==> config.mk <==
export PLATFORM = sky130hd
export DESIGN_NAME = flit_activity_rx
export DESIGN_NICKNAME = d
export VERILOG_FILES = /design/src/rtl/flit_rx_pkg.sv /design/src/rtl/popcount_flit.sv /design/src/rtl/flit_activity_rx.sv
export SDC_FILE = /design/constraint.sdc
export NUM_CORES = 1
export LEC_CHECK = 0
export BUFFER_PORTS_ARGS = -buffer_cell sky130_fd_sc_hd__buf_2
export CORE_MARGIN = 10
export CORE_UTILIZATION = 48
export DETAILED_ROUTE_END_ITERATION = 6
export GPL_TIMING_DRIVEN = 0
export PLACE_DENSITY_LB_ADDON = 0.08
export SETUP_SLACK_MARGIN = 0.1
export SLEW_MARGIN = 20
export SYNTH_ARGS = -nofsm -noshare
export SYNTH_HDL_FRONTEND = slang
export SYNTH_SLANG_ARGS = --single-unit
==> constraint.sdc <==
create_clock -name clk -period 6.6 [get_ports clk]
set_clock_uncertainty 0.15 [all_clocks]
set_input_delay 0.66 -clock clk [delete_from_list [all_inputs] [get_ports clk]]
set_output_delay 0.66 -clock clk [all_outputs]
set_load 0.005 [all_outputs]
==> src/rtl/flit_rx_pkg.sv <==
`default_nettype none
// ============================================================================
// Module  : flit_rx_pkg
// Brief   : Shared defaults and FSM state encoding for the flit activity
//           receiver.
// Revision: 1.0 - initial release
// ============================================================================
package flit_rx_pkg;

  localparam int N_DEF           = 11;
  localparam int PAYLOAD_MAX_DEF = 20;
  localparam int FLIT_W_DEF      = 2 * N_DEF;

  // Receiver FSM states (IDLE / RECV / REPORT)
  typedef logic [1:0] state_t;
  localparam state_t ST_IDLE   = 2'd0;
  localparam state_t ST_RECV   = 2'd1;
  localparam state_t ST_REPORT = 2'd2;

endpackage : flit_rx_pkg
`default_nettype wire

==> src/rtl/popcount_flit.sv <==
`default_nettype none
// ============================================================================
// Module  : popcount_flit
// Brief   : Combinational population count of one flit.
// Ports   : i_flit  [FLIT_W-1:0]  flit to count
//           o_count [4:0]         number of set bits
// Revision: 1.0 - initial release
// ============================================================================
module popcount_flit #(
  parameter int FLIT_W = 22
) (
  input  logic [FLIT_W-1:0] i_flit,
  output logic [4:0]        o_count
);

  always_comb begin
    o_count = '0;
    for (int i = 0; i < FLIT_W; i++) begin
      o_count = o_count + 5'(i_flit[i]);
    end
  end

endmodule : popcount_flit
`default_nettype wire

==> src/rtl/flit_activity_rx.sv <==
`default_nettype none
// ============================================================================
// Module  : flit_activity_rx
// Brief   : Flit receiver that unpacks each flit into two operands and
//           reports per-packet flit count and bit-toggle activity.
// Ports   : clk, rst_n                 clock, synchronous active-low reset
//           in_valid/in_last/in_data   flit input, in_ready back-pressure
//           op1/op2/op_valid           operands of the last accepted flit
//           stat_valid/stat_ready      per-packet statistics handshake
//           pkt_flits/pkt_toggles/pkt_trunc  reported packet statistics
//           pkt_count                  packets reported since reset
// Revision: 1.0 - initial release
// ============================================================================
module flit_activity_rx
  import flit_rx_pkg::*;
#(
  parameter  int N           = N_DEF,
  parameter  int PAYLOAD_MAX = PAYLOAD_MAX_DEF,
  localparam int FLIT_W      = 2 * N,
  localparam int CNT_W       = $clog2(PAYLOAD_MAX + 1),
  localparam int TOG_W       = $clog2(PAYLOAD_MAX * FLIT_W + 1)
) (
  input  logic              clk,
  input  logic              rst_n,
  input  logic              in_valid,
  input  logic              in_last,
  input  logic [FLIT_W-1:0] in_data,
  output logic              in_ready,
  output logic [N-1:0]      op1,
  output logic [N-1:0]      op2,
  output logic              op_valid,
  output logic              stat_valid,
  input  logic              stat_ready,
  output logic [CNT_W-1:0]  pkt_flits,
  output logic [TOG_W-1:0]  pkt_toggles,
  output logic              pkt_trunc,
  output logic [15:0]       pkt_count
);

  state_t              r_state;
  logic [N-1:0]        r_op1;
  logic [N-1:0]        r_op2;
  logic                r_op_valid;
  logic [FLIT_W-1:0]   r_prev;
  logic [CNT_W-1:0]    r_cnt;
  logic [TOG_W-1:0]    r_acc;
  logic                r_trunc;
  logic [15:0]         r_pkt_count;

  logic                w_accept;
  logic [4:0]          w_tog;
  logic [CNT_W-1:0]    w_next_cnt;
  logic [TOG_W-1:0]    w_next_acc;
  logic                w_end;

  popcount_flit #(
    .FLIT_W (FLIT_W)
  ) u_popcount (
    .i_flit  (in_data ^ r_prev),
    .o_count (w_tog)
  );

  assign in_ready   = (r_state != ST_REPORT);
  assign stat_valid = (r_state == ST_REPORT);
  assign w_accept   = in_valid && in_ready;

  // A flit taken in IDLE opens a new packet, so count/accumulator load
  // instead of adding.
  assign w_next_cnt = (r_state == ST_IDLE) ? CNT_W'(1) : r_cnt + CNT_W'(1);
  assign w_next_acc = (r_state == ST_IDLE) ? TOG_W'(w_tog) : r_acc + TOG_W'(w_tog);
  assign w_end      = in_last || (w_next_cnt == CNT_W'(PAYLOAD_MAX));

  always_ff @(posedge clk) begin
    if (!rst_n) begin
      r_state     <= ST_IDLE;
      r_op1       <= '0;
      r_op2       <= '0;
      r_op_valid  <= 1'b0;
      r_prev      <= '0;
      r_cnt       <= '0;
      r_acc       <= '0;
      r_trunc     <= 1'b0;
      r_pkt_count <= '0;
    end else begin
      r_op_valid <= w_accept;
      if (w_accept) begin
        r_op1  <= in_data[N-1:0];
        r_op2  <= in_data[FLIT_W-1:N];
        r_prev <= in_data;
        r_cnt  <= w_next_cnt;
        r_acc  <= w_next_acc;
        if (w_end) begin
          r_state <= ST_REPORT;
          // Ending without in_last means the payload limit cut the packet.
          r_trunc <= !in_last;
        end else begin
          r_state <= ST_RECV;
        end
      end else if ((r_state == ST_REPORT) && stat_ready) begin
        r_state     <= ST_IDLE;
        r_pkt_count <= r_pkt_count + 16'd1;
      end
    end
  end

  assign op1         = r_op1;
  assign op2         = r_op2;
  assign op_valid    = r_op_valid;
  assign pkt_flits   = r_cnt;
  assign pkt_toggles = r_acc;
  assign pkt_trunc   = r_trunc;
  assign pkt_count   = r_pkt_count;

endmodule : flit_activity_rx
`default_nettype wire

==> impl_metrics.json <==
{
  "powerDensity_mw_per_mm2": 522,
  "area_growth_pct": 19.1,
  "gp_congestion": 0.845,
  "synth_ff_type": "dfxtp_1",
  "drc": 0,
  "drtIter0Drc": 107,
  "power.net_switching_w": 0.000904,
  "synth_top_area_cell": "dfxtp_1",
  "arrival_ns": 6.22,
  "yosysWarnings": 0,
  "postCtsResizedCells": 0,
  "syn_area_mm2": 0.00320,
  "track_usage_pct": 15.9,
  "dr.pass1.iters": 4,
  "synth_edf_count": 0,
  "cts_root_buffer": "clkbuf_8",
  "htree_levels": 2,
  "die_area_mm2": 0.0103,
  "fin_crit_sh_pct": 93.4,
  "antenna_cells": 0,
  "end_kind": "register",
  "clk_pin_slew_ns": 0.11,
  "netlist-cell-type-count": 45,
  "dpl_cell_area_mm2": 0.00370,
  "setup_viol": 0,
  "clock-sinks": 56,
  "p_sw_share_pct": 45.5,
  "cp-start-kind": "input port",
  "p_clk_share_pct": 10.0,
  "grt_first_pass_wirelength_um": 13300,
  "synth_top_cell_area_share_pct": 35.1,
  "cts_setup_buffers": 0,
  "io_buffers": 82,
  "critPathKind": "in -> reg",
  "power_frac_comb_pct": 70.5,
  "synthCells": 369,
  "max_cap_viol_count": 0,
  "total_leakage_power_nw": 1.73,
  "synth_compound_gate_area_share_pct": 13.1,
  "io-pin-count": 83,
  "die_h_um": 102,
  "wl_um": 8230,
  "dp_hpwl_um": 6410,
  "grt_max_degree": 19,
  "row_count": 29,
  "synth_seq_cells": 56,
  "ant_nets": 0,
  "total_power_w": 0.00199,
  "synth_area_per_cell_um2": 8.66,
  "cts_tree": "yes",
  "async_flop_share_pct": 0,
  "synth-adder-area-share_pct": 15.5,
  "synth.top_cells.by_count": "nand2_1 (57), dfxtp_1 (56), a21oi_1 (36)",
  "antenna_found_initial": 0,
  "tightest_slew_ns": 0.607,
  "yosysSeqAreaShare_pct": 35.1,
  "synthMuxAreaShare_pct": 1.57,
  "hold_slack_ns": 0.331,
  "period_minus_slack_ns": 6.16,
  "vias": 2854,
  "status": "complete, no violations",
  "maxSlewHeadroom_pct": 59.4,
  "cp_max_fo": 3,
  "grt_remaining_overflow": 0,
  "yosysMostFrequentCell": "nand2_1",
  "fmax_mhz": 162,
  "clk_path_buf_depth": 2,
  "clkLatencyLatePin_ns": 0.32,
  "start_util_pct": 49.8,
  "layout-drive-gt1-share_pct": 21.6,
  "ir_drop_mv": 0.405,
  "die_w_um": 102,
  "design_area_mm2": 0.00381,
  "rsz0062_at_grt": "no",
  "internal_power_w": 0.00108,
  "seq_power_share_pct": 19.4,
  "cts_inserted_buffers": 5,
  "fin_nets": 515,
  "synth-simple-area-share_pct": 19.9,
  "netlist_top_cells_area": "dfxtp_1 (35%), fa_1 (10%), nand2_1 (6.7%)",
  "worst_ep_required_time_ns": 6.66,
  "syn_nets": 426,
  "vias_per_cell": 5.32,
  "drv_slew": 0,
  "hold_violations": 0,
  "grt_pass1_vias": 2795,
  "hold_path.class": "reg -> reg",
  "coreArea_mm2": 0.00642,
  "holdBufCountCts": 0,
  "synth_top_family_by_area": "simple AND/OR/NAND/NOR gates",
  "synth-xor-area-share_pct": 9.86,
  "wl_per_cell_um": 15.3
}
stage by stage:
step	setup slack (ns)	cells	TNS [ns]	utilization [%]
floorplan	0.453	369	0	-
global placement	0.0116	528	0	57.7
detailed placement	-0.0243	528	-0.0271	57.7
CTS	0.315	536	0	59.1
global route	0.167	536	0	59.3
finish	0.439	536	0	59.3
power by group through the flow:
stage	combinational [W]	sequential (W)	clock [W]
floorplan	0.00106	0.000394	0
global placement	0.00129	0.000393	0
detailed placement	0.00134	0.000394	0
CTS	0.00135	0.000386	0.000204
global route	0.00157	0.000391	0.000218
finish	0.00140	0.000386	0.000199
cells in the final DEF, fill, tap and decap left out, drive strengths merged, types with 4 or more instances in the layout:
master,synthesis,routed
inv,22,23
nand2,57,57
clkbuf,13,18
dfxtp,56,56
nor2,23,23
xnor2,14,14
nand2b,6,6
ha,14,14
a21oi,36,36
buf,5,87
fa,16,16
a211oi,4,4
nand4,6,6
o21ai,10,10
o31ai,4,4
or4,4,4
xor2,22,22
nand3,10,10
mux2i,5,5
or3,4,4
critical path, stage by stage:
cell      delay [ns]
buf_2           0.11
xor2_1          0.14
ha_1            0.31
fa_1            0.52
fa_1            0.52
fa_1            0.54
inv_1           0.05
fa_1            0.51
fa_1            0.53
fa_1            0.47
fa_1            0.41
xnor2_1         0.25
ha_1            0.30
or2_2           0.31
a311oi_2        0.34
nor4b_1         0.11
mux2i_1         0.13
area by class of cell:
cell class,instances,area (um2)
tap,77,96.3
sequential,56,1120
buffer,18,73.8
clock buffer,5,68.8
clock inverter,3,22.5
timing repair buffer,82,410
fill,622,2620
inverter,23,86.3
multi-input combinational,272,1930
cells by family after synthesis:
group | Yosys count
fa+ha+maj | 30
mux | 5
compound gates | 69
simple gates | 132
flops | 56
buf+inv | 41
xor+xnor | 36
path summary, 6_finish.rpt:
kind             startpoint             end  slack (ns)  cells after the start
max              in_data[0]  pkt_toggles[7]        0.44                     17
max reg2reg          op1[0]  pkt_toggles[7]        0.52                     16
min          pkt_toggles[8]  pkt_toggles[8]        0.33                      2
min reg2reg  pkt_toggles[8]  pkt_toggles[8]        0.33                      2
per-layer routing:
| metal | global-route usage [%] | share of wire [%] | up-vias |
|---|---|---|---|
| met1 | 19.2 | 46 | 1357 |
| met5 | 0 | 0 | - |
| met4 | 4.73 | 1.3 | 0 |
| li1 | - | - | 1429 |
| met3 | 4.29 | 5.7 | 9 |
| met2 | 26.8 | 47 | 59 |
sequential cells by signal, summed over array words and instances (netlist names):
register	cells
pkt_toggles	9
pkt_trunc	1
op_valid	1
r_state	2
op1	10
r_prev	1
op2	11
pkt_count	16
pkt_flits	5
No activity file was read; power rests on OpenSTA's default activity.
